--- src/rtl/cmos_power_seq.sv ---
// rtl/cmos_power_seq.sv - CMOS sensor PWDN/RESET power sequencer with enable-driven shutdown
module cmos_power_seq #(
    parameter int CLK_HZ    = 50_000_000,
    parameter int T_PWDN_US = 6000,
    parameter int T_RST_US  = 2000,
    parameter int T_INIT_US = 21000,
    parameter int T_OFF_US  = 1000
) (
    input  logic       clk,
    input  logic       rst_n,
    input  logic       en,
    output logic       cmos_pwdn,
    output logic       cmos_rst_n,
    output logic       power_done,
    output logic       busy,
    output logic [2:0] state
);
    localparam int CYC_US  = CLK_HZ / 1_000_000;
    localparam int N_PWDN  = (CYC_US * T_PWDN_US < 1) ? 1 : CYC_US * T_PWDN_US;
    localparam int N_RST   = (CYC_US * T_RST_US  < 1) ? 1 : CYC_US * T_RST_US;
    localparam int N_INIT  = (CYC_US * T_INIT_US < 1) ? 1 : CYC_US * T_INIT_US;
    localparam int N_OFF   = (CYC_US * T_OFF_US  < 1) ? 1 : CYC_US * T_OFF_US;
    localparam int N_MAX_A = (N_PWDN > N_RST) ? N_PWDN : N_RST;
    localparam int N_MAX_B = (N_INIT > N_OFF) ? N_INIT : N_OFF;
    localparam int N_MAX   = (N_MAX_A > N_MAX_B) ? N_MAX_A : N_MAX_B;
    localparam int CW      = $clog2(N_MAX) + 1;

    typedef enum logic [2:0] {
        S_OFF       = 3'd0,
        S_PWDN_HOLD = 3'd1,
        S_RST_HOLD  = 3'd2,
        S_INIT_WAIT = 3'd3,
        S_READY     = 3'd4,
        S_SHUT      = 3'd5
    } state_t;

    logic [2:0]    r_state;
    logic [CW-1:0] r_cnt;
    logic          r_pwdn;
    logic          r_rst_n;
    logic          r_done;
    logic          r_busy;

    state_t        w_next;
    logic [CW-1:0] w_limit;
    logic          w_expired;
    logic          w_pwdn;
    logic          w_rst_n;
    logic          w_done;
    logic          w_busy;

    // Abort on en=0 is tested before timer expiry so it wins on a shared edge.
    always_comb begin
        w_limit   = '0;
        w_next    = S_OFF;
        case (state_t'(r_state))
            S_PWDN_HOLD: w_limit = CW'(N_PWDN - 1);
            S_RST_HOLD:  w_limit = CW'(N_RST - 1);
            S_INIT_WAIT: w_limit = CW'(N_INIT - 1);
            S_SHUT:      w_limit = CW'(N_OFF - 1);
            default:     w_limit = '0;
        endcase
        w_expired = (r_cnt == w_limit);

        case (state_t'(r_state))
            S_OFF:       w_next = en ? S_PWDN_HOLD : S_OFF;
            S_PWDN_HOLD: w_next = !en ? S_OFF  : (w_expired ? S_RST_HOLD  : S_PWDN_HOLD);
            S_RST_HOLD:  w_next = !en ? S_SHUT : (w_expired ? S_INIT_WAIT : S_RST_HOLD);
            S_INIT_WAIT: w_next = !en ? S_SHUT : (w_expired ? S_READY     : S_INIT_WAIT);
            S_READY:     w_next = !en ? S_SHUT : S_READY;
            S_SHUT:      w_next = w_expired ? S_OFF : S_SHUT;
            default:     w_next = S_OFF;
        endcase
    end

    always_comb begin
        w_pwdn  = 1'b1;
        w_rst_n = 1'b0;
        w_done  = 1'b0;
        w_busy  = 1'b0;
        case (w_next)
            S_PWDN_HOLD: w_busy = 1'b1;
            S_RST_HOLD: begin
                w_pwdn = 1'b0;
                w_busy = 1'b1;
            end
            S_INIT_WAIT: begin
                w_pwdn  = 1'b0;
                w_rst_n = 1'b1;
                w_busy  = 1'b1;
            end
            S_READY: begin
                w_pwdn  = 1'b0;
                w_rst_n = 1'b1;
                w_done  = 1'b1;
            end
            S_SHUT: begin
                w_pwdn = 1'b0;
                w_busy = 1'b1;
            end
            default: begin
                w_pwdn  = 1'b1;
                w_rst_n = 1'b0;
            end
        endcase
    end

    always_ff @(posedge clk or negedge rst_n) begin
        if (!rst_n) begin
            r_state <= 3'd0;
            r_cnt   <= '0;
            r_pwdn  <= 1'b1;
            r_rst_n <= 1'b0;
            r_done  <= 1'b0;
            r_busy  <= 1'b0;
        end else begin
            r_state <= w_next;
            if (3'(w_next) != r_state) begin
                r_cnt <= '0;
            end else if (w_busy) begin
                r_cnt <= r_cnt + CW'(1);
            end
            r_pwdn  <= w_pwdn;
            r_rst_n <= w_rst_n;
            r_done  <= w_done;
            r_busy  <= w_busy;
        end
    end

    assign state      = r_state;
    assign cmos_pwdn  = r_pwdn;
    assign cmos_rst_n = r_rst_n;
    assign power_done = r_done;
    assign busy       = r_busy;
endmodule

--- config.mk ---
export PLATFORM = sky130hd
export DESIGN_NAME = cmos_power_seq
export DESIGN_NICKNAME = d
export VERILOG_FILES = /design/src/rtl/cmos_power_seq.sv
export SDC_FILE = /design/constraint.sdc
export NUM_CORES = 1
export LEC_CHECK = 0
export CORE_ASPECT_RATIO = 0.8
export CORE_MARGIN = 2
export CORE_UTILIZATION = 45
export DETAILED_ROUTE_END_ITERATION = 7
export GPL_ROUTABILITY_DRIVEN = 0
export MAX_ROUTING_LAYER = met4
export PLACE_DENSITY = 0.64
export SLEW_MARGIN = 20
export SYNTH_ARGS = -nofsm -noshare
export SYNTH_HDL_FRONTEND = slang
export SYNTH_SLANG_ARGS = --single-unit
--- constraint.sdc ---
create_clock -name clk -period 2.5 [get_ports clk]
set_input_delay 0.5 -clock clk [delete_from_list [all_inputs] [get_ports clk]]
set_output_delay 0.5 -clock clk [all_outputs]
set_load 0.02 [all_outputs]
==> impl_metrics.toml <==
[route]
wl_met1_um = 2200
vias = 1770
drc = 0
drt_wl_total_um = 4720
via_per_inst = 5.84
top_layer_used = "met4"
wl_met3_um = 220
postRouteAntennaNets = 0
initialDrtViolationCount = 163
firstDrtPassIters = 4
wl_met2_um = 2260
wl_per_cell_um = 15.6

[finish]
area_growth_pct = 27.6
utilization_pct = 60.3
drive_gt1_share_pct = 22.2
final_cell_mix = "buf_4, dfrtp_1, a21oi_1"
diodes = 0
layout_commonest_cell = "buf_4"
nNetsFinal = 252

[logic_synthesis]
yosysWarnings = 0
synth_fp_nets = 218
ys_seq_area_share_pct = 40.5
synth-seq-cells = 29
synthFlopType = "dfrtp_1"
synth_area_per_cell_um2 = 8.40
synth.top_cell.area_share_pct = 39.0
ys_top_cells_by_area = "dfrtp_1, or3_1, a21oi_1, o21ai_1, nand2_1"
synth_cells = 214
synth_edf_count = 0
yosys.area.top_type = "dfrtp_1"
synth.distinct_cells = 46
syn-cell-area_um2 = 1800
synthArstFlopShare_pct = 100

[place]
pre_cts_slack_ps = -125
io_buffers = 9
dp_hpwl_um = 3400

[critical_path]
worstSetupStartpointType = "flop"
endpoint_kind = "flop"
worstSetupPathType = "flop to flop"
cp_max_fo = 6
arrival_ps = 2680
reg2reg_to = "r_cnt[1]"
r2r_slack_ps = -10
rr_startpoint = "r_cnt[0]"
reg2reg_depth = 9
required_ps = 2670

[sta]
clock_skew_ps = 3.13
fmax_mhz = 398
finalSetupViolations = 2
relSlewSlack_pct = 73.3
tightest_slew_ps = 400
drv_slew = 0
min_period_over_period_pct = 101
fin_crit_ps = 2510
worst_slack_ps = -13.7
hold_viol_final = 0
rsz0062_at_grt = "yes"

[global_route]
track_usage_pct = 23.5
grt_first_pass_wirelength_um = 7820
grt_remaining_overflow = 0
grt_pass1_vias = 1737
antenna_found_initial = 0
grt_max_degree = 30

[clocking]
numCtsBuffers = 5
insertion_delay_ps = 280
cts_root_buffer = "clkbuf_8"
htree_levels = 2
clkTransAtPathRegs_ps = 60
cts_sinks = 29
cts_tree = "done"
clockBufferDepth = 2

[floorplan]
initial_core_util_pct = 47.2
die_area_um2 = 4520
fp.dieH_um = 60.5
core.rowCount = 20
design.core.area_um2 = 3800
io_pins = 10
die_x_um = 74.6

[power_and_ir_drop]
ir_drop_uv = 364
powerDensity_nw_per_um2 = 566
leakage_nw = 0.924

[worst_hold_path]
hold_path_depth = 2
holdPathEnd = "r_cnt[21]"
hp-class = "flop to flop"
hold_start = "r_cnt[21]"

[status]
status = "finished, violations left"
violations = "setup timing"

[flow_run]
max_cap_viol_count = 0
[logic make-up after synthesis]
| kind of cell | after synthesis | synth area share [%] |
|---|---|---|
| fa+ha+maj | 1 | 0.696 |
| mux | 3 | 1.67 |
| xor+xnor | 7 | 3.41 |
| flops | 29 | 40.5 |
| simple gates | 87 | 26.6 |
| buf+inv | 26 | 6.06 |
| compound gates | 61 | 21.1 |
[timing repair]
item,in CTS,in global routing
pin swaps,4,4
gates cloned,0,1
buffers inserted,0,0
endpoints found under the setup margin,21,25
resized for setup,7,9
hold buffers,0,0
[registers in the layout, summed over array words and instances, names as in the netlist]
signal / flops
cmos_rst_n: 1
r_cnt: 22
busy: 1
cmos_pwdn: 1
state: 3
power_done: 1
[through the flow]
step | instances | area [um2] | total power, mW | TNS (ps) | hold slack [ps]
3_5_place_dp | 295 | 2130 | 0.895 | -1270 | 572
3_3_place_gp | 295 | 2130 | 0.878 | -33.0 | 544
4_1_cts | 302 | 2250 | 1.29 | -31.0 | 582
2_1_floorplan | 214 | 1800 | 0.761 | 0 | 204
6_report | 303 | 2290 | 1.30 | -25.7 | 584
5_1_grt | 303 | 2290 | 1.36 | -1500 | 604
[area by class of cell]
cell class,instances,area [um2]
fillers,328,1510
inverters,13,48.8
clock buffers,7,86.3
flip-flops and latches,29,728
well taps,55,68.8
repair buffers,39,332
multi-input cells,160,1030
[report_power, final]
part           leakage (nW)  internal [mW]  switching, mW  total [mW]
registers             0.376          0.521         0.0414       0.562
logic                 0.503          0.159          0.188       0.347
clock network        0.0443          0.218          0.171       0.388
total                 0.924          0.898          0.400        1.30
[worst max-delay path by stage]
stage	start	to	slack, ps	cells past startpoint
after floorplan	r_cnt[0]	r_cnt[1]	20	9
after global placement	r_cnt[0]	r_cnt[10]	-8	9
after detailed placement	r_cnt[0]	r_cnt[8]	-130	9
after CTS	r_cnt[0]	r_cnt[7]	-8	9
after global routing	r_cnt[0]	r_cnt[7]	-110	9
final	r_cnt[0]	r_cnt[1]	-10	9
[critical path, cell delays in order (launching register included)]
cell	delay [ps]
dfrtp_1	380
or4_4	540
a221o_1	310
a32oi_1	190
o311ai_2	150
a211o_1	290
buf_4	180
and2_4	180
mux2i_1	140
nor2_1	50
[cells in the mapped netlist, types with 3 or more instances]
cell / number
or4_1: 3
and2_1: 4
and3_1: 4
nand3_1: 10
nand4_1: 5
nor2b_1: 3
a21oi_1: 18
nor2_1: 11
a211o_1: 3
or3_1: 17
inv_1: 13
buf_2: 3
mux2i_1: 3
o21ai_0: 5
o21ai_1: 14
nand2_1: 17
xnor2_1: 5
dfrtp_1: 28
clkbuf_1: 7
nor3_1: 5
a31oi_1: 4
[metal layers]
| layer | global-route usage [%] | up-vias |
|---|---|---|
| met5 | - | - |
| met4 | 6.89 | 0 |
| met3 | 5.48 | 6 |
| met2 | 37.8 | 48 |
| met1 | 29.7 | 864 |
| li1 | - | 852 |
(Power assumes the default switching activity.)
